[src/rtl/id_ex_pipeline_register_pkg.sv]
// Shared MIPS pipeline definitions: ALUOp/Funct codes and the control bundle
// carried from ID through EX/MEM and MEM/WB.
package mips_pkg;

  localparam logic [1:0] ALUOP_MEM    = 2'b00;
  localparam logic [1:0] ALUOP_BRANCH = 2'b01;
  localparam logic [1:0] ALUOP_RTYPE  = 2'b10;

  localparam logic [5:0] FUNCT_ADD = 6'b100000;
  localparam logic [5:0] FUNCT_SUB = 6'b100010;
  localparam logic [5:0] FUNCT_AND = 6'b100100;
  localparam logic [5:0] FUNCT_OR  = 6'b100101;
  localparam logic [5:0] FUNCT_SLT = 6'b101010;

  // Main-control outputs, RegWrite first so later stages can slice off
  // the fields they no longer need.
  typedef struct packed {
    logic       reg_write;
    logic       mem_to_reg;
    logic       mem_read;
    logic       mem_write;
    logic       branch;
    logic       alu_src;
    logic       reg_dst;
    logic [1:0] alu_op;
  } ctrl_t;

  localparam int CTRL_W  = $bits(ctrl_t);
  localparam int FUNCT_W = 6;

endpackage

[src/rtl/id_ex_pipeline_register_if.sv]
// ID-side inputs and EX-side outputs of the ID/EX pipeline register.
// master = the ID stage / driver, slave = the pipeline register itself.
interface id_ex_pipeline_register_if #(
  parameter int DATA_W     = 32,
  parameter int REG_ADDR_W = 5
) ();

  logic                  ID_Valid;
  logic                  ID_RegWrite, ID_MemtoReg, ID_MemRead, ID_MemWrite;
  logic                  ID_Branch, ID_ALUSrc, ID_RegDst;
  logic [1:0]            ID_ALUOp;
  logic [5:0]            ID_Funct;
  logic [DATA_W-1:0]     ID_PC4, ID_ReadData1, ID_ReadData2, ID_SignImm;
  logic [REG_ADDR_W-1:0] ID_Rs, ID_Rt, ID_Rd;

  logic                  EX_Valid;
  logic                  EX_RegWrite, EX_MemtoReg, EX_MemRead, EX_MemWrite;
  logic                  EX_Branch, EX_ALUSrc, EX_RegDst;
  logic [1:0]            EX_ALUOp;
  logic [5:0]            EX_Funct;
  logic [DATA_W-1:0]     EX_PC4, EX_ReadData1, EX_ReadData2, EX_SignImm;
  logic [REG_ADDR_W-1:0] EX_Rs, EX_Rt, EX_Rd;

  modport master (
    output ID_Valid, ID_RegWrite, ID_MemtoReg, ID_MemRead, ID_MemWrite,
           ID_Branch, ID_ALUSrc, ID_RegDst, ID_ALUOp, ID_Funct,
           ID_PC4, ID_ReadData1, ID_ReadData2, ID_SignImm, ID_Rs, ID_Rt, ID_Rd,
    input  EX_Valid, EX_RegWrite, EX_MemtoReg, EX_MemRead, EX_MemWrite,
           EX_Branch, EX_ALUSrc, EX_RegDst, EX_ALUOp, EX_Funct,
           EX_PC4, EX_ReadData1, EX_ReadData2, EX_SignImm, EX_Rs, EX_Rt, EX_Rd
  );

  modport slave (
    input  ID_Valid, ID_RegWrite, ID_MemtoReg, ID_MemRead, ID_MemWrite,
           ID_Branch, ID_ALUSrc, ID_RegDst, ID_ALUOp, ID_Funct,
           ID_PC4, ID_ReadData1, ID_ReadData2, ID_SignImm, ID_Rs, ID_Rt, ID_Rd,
    output EX_Valid, EX_RegWrite, EX_MemtoReg, EX_MemRead, EX_MemWrite,
           EX_Branch, EX_ALUSrc, EX_RegDst, EX_ALUOp, EX_Funct,
           EX_PC4, EX_ReadData1, EX_ReadData2, EX_SignImm, EX_Rs, EX_Rt, EX_Rd
  );

endinterface

[src/rtl/id_ex_pipeline_register_pipe_reg.sv]
// Generic pipeline flop: synchronous active-low reset, then clear, then
// enable. Shared by all inter-stage registers of the pipeline.
module pipe_reg #(
  parameter int WIDTH = 1
) (
  input  logic             clk_i,
  input  logic             rst_ni,
  input  logic             clr_i,
  input  logic             en_i,
  input  logic [WIDTH-1:0] d_i,
  output logic [WIDTH-1:0] q_o
);

  logic [WIDTH-1:0] data_q, data_d;

  // Next state: clear beats enable; with neither, hold.
  always_comb begin
    data_d = data_q;
    if (clr_i) begin
      data_d = '0;
    end else if (en_i) begin
      data_d = d_i;
    end
  end

  // State register with synchronous reset.
  always_ff @(posedge clk_i) begin
    if (!rst_ni) begin
      data_q <= '0;
    end else begin
      data_q <= data_d;
    end
  end

  assign q_o = data_q;

endmodule

[src/rtl/id_ex_pipeline_register.sv]
// ID/EX pipeline register. Reset > flush > stall > load. A load of an
// invalid ID slot is turned into a zeroed bubble so nothing downstream
// can write the register file or memory on its behalf.
module id_ex_pipeline_register
  import mips_pkg::*;
#(
  parameter int DATA_W     = 32,
  parameter int REG_ADDR_W = 5
) (
  input  logic                       Clk,
  input  logic                       Rst_n,
  input  logic                       Stall,
  input  logic                       Flush,
  id_ex_pipeline_register_if.slave   bus
);

  localparam int CW = 1 + CTRL_W + FUNCT_W;
  localparam int DW = 4 * DATA_W + 3 * REG_ADDR_W;

  ctrl_t           id_ctrl, ex_ctrl;
  logic [CW-1:0]   ctrl_d, ctrl_q;
  logic [DW-1:0]   data_d, data_q;
  logic            bubble;
  logic            load_en;

  // A stalled invalid slot must still hold, so the ID_Valid bubble only
  // applies when the register is actually loading.
  assign bubble  = Flush | (~Stall & ~bus.ID_Valid);
  assign load_en = ~Stall;

  assign id_ctrl.reg_write  = bus.ID_RegWrite;
  assign id_ctrl.mem_to_reg = bus.ID_MemtoReg;
  assign id_ctrl.mem_read   = bus.ID_MemRead;
  assign id_ctrl.mem_write  = bus.ID_MemWrite;
  assign id_ctrl.branch     = bus.ID_Branch;
  assign id_ctrl.alu_src    = bus.ID_ALUSrc;
  assign id_ctrl.reg_dst    = bus.ID_RegDst;
  assign id_ctrl.alu_op     = bus.ID_ALUOp;

  assign ctrl_d = {bus.ID_Valid, id_ctrl, bus.ID_Funct};
  assign data_d = {bus.ID_PC4, bus.ID_ReadData1, bus.ID_ReadData2,
                   bus.ID_SignImm, bus.ID_Rs, bus.ID_Rt, bus.ID_Rd};

  pipe_reg #(.WIDTH(CW)) u_ctrl_reg (
    .clk_i  (Clk),
    .rst_ni (Rst_n),
    .clr_i  (bubble),
    .en_i   (load_en),
    .d_i    (ctrl_d),
    .q_o    (ctrl_q)
  );

  pipe_reg #(.WIDTH(DW)) u_data_reg (
    .clk_i  (Clk),
    .rst_ni (Rst_n),
    .clr_i  (bubble),
    .en_i   (load_en),
    .d_i    (data_d),
    .q_o    (data_q)
  );

  assign {bus.EX_Valid, ex_ctrl, bus.EX_Funct} = ctrl_q;

  assign bus.EX_RegWrite = ex_ctrl.reg_write;
  assign bus.EX_MemtoReg = ex_ctrl.mem_to_reg;
  assign bus.EX_MemRead  = ex_ctrl.mem_read;
  assign bus.EX_MemWrite = ex_ctrl.mem_write;
  assign bus.EX_Branch   = ex_ctrl.branch;
  assign bus.EX_ALUSrc   = ex_ctrl.alu_src;
  assign bus.EX_RegDst   = ex_ctrl.reg_dst;
  assign bus.EX_ALUOp    = ex_ctrl.alu_op;

  assign {bus.EX_PC4, bus.EX_ReadData1, bus.EX_ReadData2,
          bus.EX_SignImm, bus.EX_Rs, bus.EX_Rt, bus.EX_Rd} = data_q;

endmodule

[src/flat_wrapper.sv]
// flat-port wrapper written by rule: the top's interface ports become plain ports
module id_ex_pipeline_register_flat import mips_pkg::*;
#(
  parameter int DATA_W     = 32,
  parameter int REG_ADDR_W = 5
)
  (Clk, Rst_n, Stall, Flush, bus_ID_Valid, bus_ID_RegWrite, bus_ID_MemtoReg, bus_ID_MemRead, bus_ID_MemWrite, bus_ID_Branch, bus_ID_ALUSrc, bus_ID_RegDst, bus_ID_ALUOp, bus_ID_Funct, bus_ID_PC4, bus_ID_ReadData1, bus_ID_ReadData2, bus_ID_SignImm, bus_ID_Rs, bus_ID_Rt, bus_ID_Rd, bus_EX_Valid, bus_EX_RegWrite, bus_EX_MemtoReg, bus_EX_MemRead, bus_EX_MemWrite, bus_EX_Branch, bus_EX_ALUSrc, bus_EX_RegDst, bus_EX_ALUOp, bus_EX_Funct, bus_EX_PC4, bus_EX_ReadData1, bus_EX_ReadData2, bus_EX_SignImm, bus_EX_Rs, bus_EX_Rt, bus_EX_Rd);
  id_ex_pipeline_register_if #(.DATA_W(DATA_W), .REG_ADDR_W(REG_ADDR_W)) bus_i ();
  input  logic Clk;
  input  logic Rst_n;
  input  logic Stall;
  input  logic Flush;
  input wire logic [$bits(bus_i.ID_Valid)-1:0] bus_ID_Valid;
  input wire logic [$bits(bus_i.ID_RegWrite)-1:0] bus_ID_RegWrite;
  input wire logic [$bits(bus_i.ID_MemtoReg)-1:0] bus_ID_MemtoReg;
  input wire logic [$bits(bus_i.ID_MemRead)-1:0] bus_ID_MemRead;
  input wire logic [$bits(bus_i.ID_MemWrite)-1:0] bus_ID_MemWrite;
  input wire logic [$bits(bus_i.ID_Branch)-1:0] bus_ID_Branch;
  input wire logic [$bits(bus_i.ID_ALUSrc)-1:0] bus_ID_ALUSrc;
  input wire logic [$bits(bus_i.ID_RegDst)-1:0] bus_ID_RegDst;
  input wire logic [$bits(bus_i.ID_ALUOp)-1:0] bus_ID_ALUOp;
  input wire logic [$bits(bus_i.ID_Funct)-1:0] bus_ID_Funct;
  input wire logic [$bits(bus_i.ID_PC4)-1:0] bus_ID_PC4;
  input wire logic [$bits(bus_i.ID_ReadData1)-1:0] bus_ID_ReadData1;
  input wire logic [$bits(bus_i.ID_ReadData2)-1:0] bus_ID_ReadData2;
  input wire logic [$bits(bus_i.ID_SignImm)-1:0] bus_ID_SignImm;
  input wire logic [$bits(bus_i.ID_Rs)-1:0] bus_ID_Rs;
  input wire logic [$bits(bus_i.ID_Rt)-1:0] bus_ID_Rt;
  input wire logic [$bits(bus_i.ID_Rd)-1:0] bus_ID_Rd;
  output wire logic [$bits(bus_i.EX_Valid)-1:0] bus_EX_Valid;
  output wire logic [$bits(bus_i.EX_RegWrite)-1:0] bus_EX_RegWrite;
  output wire logic [$bits(bus_i.EX_MemtoReg)-1:0] bus_EX_MemtoReg;
  output wire logic [$bits(bus_i.EX_MemRead)-1:0] bus_EX_MemRead;
  output wire logic [$bits(bus_i.EX_MemWrite)-1:0] bus_EX_MemWrite;
  output wire logic [$bits(bus_i.EX_Branch)-1:0] bus_EX_Branch;
  output wire logic [$bits(bus_i.EX_ALUSrc)-1:0] bus_EX_ALUSrc;
  output wire logic [$bits(bus_i.EX_RegDst)-1:0] bus_EX_RegDst;
  output wire logic [$bits(bus_i.EX_ALUOp)-1:0] bus_EX_ALUOp;
  output wire logic [$bits(bus_i.EX_Funct)-1:0] bus_EX_Funct;
  output wire logic [$bits(bus_i.EX_PC4)-1:0] bus_EX_PC4;
  output wire logic [$bits(bus_i.EX_ReadData1)-1:0] bus_EX_ReadData1;
  output wire logic [$bits(bus_i.EX_ReadData2)-1:0] bus_EX_ReadData2;
  output wire logic [$bits(bus_i.EX_SignImm)-1:0] bus_EX_SignImm;
  output wire logic [$bits(bus_i.EX_Rs)-1:0] bus_EX_Rs;
  output wire logic [$bits(bus_i.EX_Rt)-1:0] bus_EX_Rt;
  output wire logic [$bits(bus_i.EX_Rd)-1:0] bus_EX_Rd;
  assign bus_i.ID_Valid = bus_ID_Valid;
  assign bus_i.ID_RegWrite = bus_ID_RegWrite;
  assign bus_i.ID_MemtoReg = bus_ID_MemtoReg;
  assign bus_i.ID_MemRead = bus_ID_MemRead;
  assign bus_i.ID_MemWrite = bus_ID_MemWrite;
  assign bus_i.ID_Branch = bus_ID_Branch;
  assign bus_i.ID_ALUSrc = bus_ID_ALUSrc;
  assign bus_i.ID_RegDst = bus_ID_RegDst;
  assign bus_i.ID_ALUOp = bus_ID_ALUOp;
  assign bus_i.ID_Funct = bus_ID_Funct;
  assign bus_i.ID_PC4 = bus_ID_PC4;
  assign bus_i.ID_ReadData1 = bus_ID_ReadData1;
  assign bus_i.ID_ReadData2 = bus_ID_ReadData2;
  assign bus_i.ID_SignImm = bus_ID_SignImm;
  assign bus_i.ID_Rs = bus_ID_Rs;
  assign bus_i.ID_Rt = bus_ID_Rt;
  assign bus_i.ID_Rd = bus_ID_Rd;
  assign bus_EX_Valid = bus_i.EX_Valid;
  assign bus_EX_RegWrite = bus_i.EX_RegWrite;
  assign bus_EX_MemtoReg = bus_i.EX_MemtoReg;
  assign bus_EX_MemRead = bus_i.EX_MemRead;
  assign bus_EX_MemWrite = bus_i.EX_MemWrite;
  assign bus_EX_Branch = bus_i.EX_Branch;
  assign bus_EX_ALUSrc = bus_i.EX_ALUSrc;
  assign bus_EX_RegDst = bus_i.EX_RegDst;
  assign bus_EX_ALUOp = bus_i.EX_ALUOp;
  assign bus_EX_Funct = bus_i.EX_Funct;
  assign bus_EX_PC4 = bus_i.EX_PC4;
  assign bus_EX_ReadData1 = bus_i.EX_ReadData1;
  assign bus_EX_ReadData2 = bus_i.EX_ReadData2;
  assign bus_EX_SignImm = bus_i.EX_SignImm;
  assign bus_EX_Rs = bus_i.EX_Rs;
  assign bus_EX_Rt = bus_i.EX_Rt;
  assign bus_EX_Rd = bus_i.EX_Rd;
  id_ex_pipeline_register #(.DATA_W(DATA_W), .REG_ADDR_W(REG_ADDR_W)) u_core (.Clk(Clk), .Rst_n(Rst_n), .Stall(Stall), .Flush(Flush), .bus(bus_i));
endmodule
[config.mk]
export PLATFORM = sky130hd
export DESIGN_NAME = id_ex_pipeline_register_flat
export DESIGN_NICKNAME = d
export VERILOG_FILES = /design/src/rtl/id_ex_pipeline_register_pkg.sv /design/src/rtl/id_ex_pipeline_register_if.sv /design/src/rtl/id_ex_pipeline_register_pipe_reg.sv /design/src/rtl/id_ex_pipeline_register.sv /design/src/flat_wrapper.sv
export SDC_FILE = /design/constraint.sdc
export NUM_CORES = 1
export LEC_CHECK = 0
export ABC_CLOCK_PERIOD_IN_PS = 2150
export BUFFER_PORTS_ARGS = -buffer_cell sky130_fd_sc_hd__buf_2
export CORE_MARGIN = 2
export CORE_UTILIZATION = 26
export DETAILED_ROUTE_END_ITERATION = 12
export HOLD_SLACK_MARGIN = 0.02
export PLACE_DENSITY = 0.6
export SETUP_SLACK_MARGIN = 0.2
export SLEW_MARGIN = 40
export SYNTH_ARGS = -nofsm -noshare
export SYNTH_HDL_FRONTEND = slang
export SYNTH_SLANG_ARGS = --single-unit
[constraint.sdc]
create_clock -name Clk -period 2.15 [get_ports Clk]
set_clock_uncertainty 0.05 [all_clocks]
set_input_delay 0.43 -clock Clk [delete_from_list [all_inputs] [get_ports Clk]]
set_output_delay 0.43 -clock Clk [all_outputs]
set_load 0.05 [all_outputs]
# ---- Yosys cells after proc, flatten, opt, wreduce, memory -nomap -nowiden
# Index checks and enable logic that the tools add are counted.
dict set report totals {
  reg_bits 159
  in_bits 163
  out_inout_bits 159
  wordCells 8
}
dict set report classes {
  bitwise 5
  reduce_logical 1
}
# op n
set op_table {}
lappend op_table {{inverter 1 bit} 3}
lappend op_table {{OR reduction 2 bit} 1}
lappend op_table {{AND 1 bit} 1}
lappend op_table {{bitwise OR 1 bit} 1}

# ---- Logic depth before layout (Yosys ltp)
dict set report logic_depth {
  word_depth 4
  depth_mapped 5
  depth_no_buf 2
}

# ---- Hierarchy
# Synthesis repeated with hierarchy kept, for this count alone.
dict set report unflattened {
  hier_cells 517
  area_unflattened_um2 5690.5
}
# mod n_inst cells_per_inst area_each_um2 seq_area_each_um2
set modules_own_cells {}
lappend modules_own_cells {{pipe_reg (u_core.u_data_reg)} 1 462 5084.9 2862.7}
lappend modules_own_cells {{pipe_reg (u_core.u_ctrl_reg)} 1 53 594.3 320.3}
lappend modules_own_cells {id_ex_pipeline_register 1 2 11.3 0.0}

# ---- Worst setup path after synthesis
# Ideal clock, no wire load.
dict set report synth_timing {
  path_kind {input port to flip-flop}
  start {input port bus_ID_Valid}
  end {register u_core.u_ctrl_reg.data_q[15] (netlist: u_core.u_ctrl_reg.q_o[15])}
  setup_time_ns 0.128
  arrival_time_ns 0.995
  required_ns 1.972
  path_slack_ns 0.977
  stages 5
  path_buffers 3
  path_cell_list {buf_4 -> buf_6 -> buf_4 -> mux2i_1 -> nor2_1}
}
dict set report synth_via {
  elab_chain_cells 4
}
# item line_no
set synth_lines {}
lappend synth_lines {{start: declaration} flat_wrapper.sv:13} ;# input wire logic [$bits(bus_i.ID_Valid)-1:0] bus_ID_Valid;
lappend synth_lines {{inverter 1 bit} id_ex_pipeline_register.sv:28} ;# assign bubble = Flush | (~Stall & ~bus.ID_Valid);
lappend synth_lines {{AND 1 bit} id_ex_pipeline_register.sv:28}
lappend synth_lines {{bitwise OR 1 bit} id_ex_pipeline_register.sv:28}
lappend synth_lines {{OR reduction 2 bit (no line)} -}
lappend synth_lines {{end signal: assignment} id_ex_pipeline_register_pipe_reg.sv:31} ;# data_q <= data_d;
lappend synth_lines {{end: declaration} id_ex_pipeline_register_pipe_reg.sv:14} ;# logic [WIDTH-1:0] data_q, data_d;
# Parallel ways exist; a longest one is shown, timed or not.
# A chain may end at the register's enable or synchronous reset.

# ---- Worst setup path in the final report
dict set report layout_timing {
  start {register u_core.u_data_reg.data_q[19] (netlist: u_core.u_data_reg.q_o[19])}
  end {output port bus_EX_SignImm[4]}
}
# item line_no
set layout_rtl {}
lappend layout_rtl {{start: declaration} id_ex_pipeline_register_pipe_reg.sv:14}
lappend layout_rtl {{start signal: assignment} id_ex_pipeline_register_pipe_reg.sv:31}
lappend layout_rtl {{end: declaration} flat_wrapper.sv:43} ;# output wire logic [$bits(bus_i.EX_SignImm)-1:0] bus_EX_SignImm;
# No word-level cell between the ends.

==> impl_metrics.toml <==
[cts]
cts_root_buf = "clkbuf_16"
cts_sinks = 159
cts-resized-gates = 0
h-tree-depth = 4
insertion_delay_ps = 410
cts_setup_buffers = 0
ctsHoldBuffers = 0
numCtsBuffers = 17
cts_tree = "built"
clockBufferDepth = 2
path_clk_slew_ps = 70

[routing]
wl_um = 18700
dr.pass1.iters = 7
avgViaCountPerCell = 4.44
ant_nets = 0
drtIter0Drc = 326
detail_route.wl_per_cell_um = 14.1
drc_errors = 0
num_vias = 5888

[grt]
grt_first_pass_wirelength_um = 28900
gr-usage-all-layers_pct = 13.7
use_met3_pct = 5.52
grt_antenna_before_repair = 1
first_global_vias = 5611
grt_use_met2_pct = 22.6
grt_overflow = 0
met1_usage_pct = 16.1
top_usage_layer = "met2"
grt_max_degree = 90

[sta]
finalCritPeriodShare_pct = 72.9
report.final.slew_viol_count = 0
fmax_mhz = 638
period_minus_slack_ps = 1570
rsz0062_at_grt = "false"
setup_viol = 0
hold_violations = 0
finalSetupTns_ps = 0
whs_ps = 214
tightest_slew_ps = 467
relSlewSlack_pct = 68.9
postLayoutSetupSlackWorst_ps = 584

[logic_synthesis]
async_reset_ff_share_pct = 0
synth_top_area_share_pct = 48.8
netlist_area_mm2 = 0.00652
synthCells = 707
netlist-cell-type-count = 13
ys_seq_area_share_pct = 48.8
synth_warnings = 0
syn_area_per_cell_um2 = 9.22
synth_edf_count = 0
yosys-top-cells-count = "dfxtp_1 (159), nand2_1 (158), nand3b_1 (158)"
ys_top_cells_by_area = "dfxtp_1 (49%), nand3b_1 (18%), nand2_1 (9.1%)"
synthFlopType = "dfxtp_1"
yosys.area.top_type = "dfxtp_1"
ys_ff_latch = 159
synth_most_common_cell = "dfxtp_1"
synth_fp_nets = 870

[die]
die_h_um = 162
start_util_pct = 26.6
dieArea_mm2 = 0.0263
pin_count = 322
die_w_um = 162
core_area_mm2 = 0.0245
row_count = 57

[critical_path]
cp_top_family = "flip-flops"
rr_startpoint = "u_core.u_data_reg.q_o[19]"
cp_cell_sequence = "buf_2"
worst-path-max-fanout = 2
critPathKind = "reg -> out"
max_stage_delay_ps = 380
crit_start = "u_core.u_data_reg.q_o[19]"
critPathCaptureType = "primary output"
arrival_ps = 1090
start_kind = "register"
critPathRequiredTime_ps = 1670
crit_slowest_cell = "dfxtp_1"
critPathBufInv = 1

[power]
ir_drop_uv = 331
pwr-share-seq_pct = 45.1
leakage_uw = 0.00361
p_sw_uw = 1870
share_comb_of_total_power_pct = 12.1
power.density_mw_per_mm2 = 770
pwr-share-clk_pct = 42.8
swShare_pct = 27.8
p_int_uw = 4860

[layout]
area_delta_synth_final_pct = 34.1
fin_nets = 1151
drive_gt1_share_pct = 41.5
nFillCells = 2567
antennaDiodeCount = 0
stdcell_area_mm2 = 0.00874

[placed_design]
pre_cts_slack_ps = 663
hpwl_um = 12700
place_congestion = 0.764
portBuffers = 321
place_area_mm2 = 0.00818

[min_path]
worstHoldStart = "bus_ID_PC4[11]"
hold_class = "in -> reg"

[job]
cap_viol_max_count = 0

[run_status]
outcome = "finished clean"
per-layer routing:
layer | vias to the layer above | wire length [um]
met5 | - | 16
met4 | 2 | 335
met3 | 23 | 1850
met2 | 234 | 8550
met1 | 2678 | 7950
li1 | 2951 | -
stage by stage:
step	std cells	utilization (%)	total power, uW
6_report	1325	35.7	6730
5_1_grt	1325	35.7	7030
4_1_cts	1325	35.7	6870
3_5_place_dp	1293	33.4	3920
3_3_place_gp	1293	33.4	3910
2_1_floorplan	707	-	3680
cell families (layout without fill, tap and decap cells):
kind of cell,after synthesis,after routing,share of synthesized area [%]
buf+inv,71,365,8.43
simple gates,318,318,27.6
mux,1,1,0.154
flops,159,159,48.8
compound gates,158,158,15.0
worst paths after layout:
| path | end | slack, ps | cells after the start |
|---|---|---|---|
| hold / removal | u_core.u_data_reg.q_o[122] | 210 | 3 |
| setup reg to reg | u_core.u_data_reg.q_o[19] | 1470 | 2 |
| hold reg to reg | u_core.u_data_reg.q_o[48] | 410 | 2 |
| setup / recovery | bus_EX_SignImm[4] | 580 | 1 |
area by class of cell:
| type | instances | area (um2) | share of cell area, % |
|---|---|---|---|
| flip-flops and latches | 159 | 3180 | 36.4 |
| multi-input cells | 477 | 2790 | 31.9 |
| clock inverters | 12 | 101 | 1.16 |
| clock buffers | 20 | 457 | 5.23 |
| repair buffers | 333 | 1810 | 20.7 |
| well taps | 324 | 405 | 4.64 |
registers in the layout, summed over array words and instances (netlist names):
register,flops
u_core.u_data_reg.q_o,143
u_core.u_ctrl_reg.q_o,16
power by group through the flow:
stage | logic [uW] | registers, uW | clock network [uW]
2_1_floorplan | 369 | 3310 | 0
3_3_place_gp | 815 | 3100 | 0
3_5_place_dp | 820 | 3100 | 0
4_1_cts | 821 | 3030 | 3010
5_1_grt | 878 | 3040 | 3120
6_report | 812 | 3030 | 2880
layout by cell type (no fill, tap or decap):
cell,instances
a21oi_1,108
a21oi_2,50
buf_12,8
buf_2,319
buf_4,5
buf_6,1
clkbuf_1,1
clkbuf_16,17
clkbuf_8,2
clkinv_4,5
clkinvlp_4,3
dfxtp_1,159
inv_6,4
mux2i_1,1
nand2_1,158
nand2b_4,1
nand3b_1,158
nor2_1,1
No activity file was read; power rests on OpenSTA's default activity.
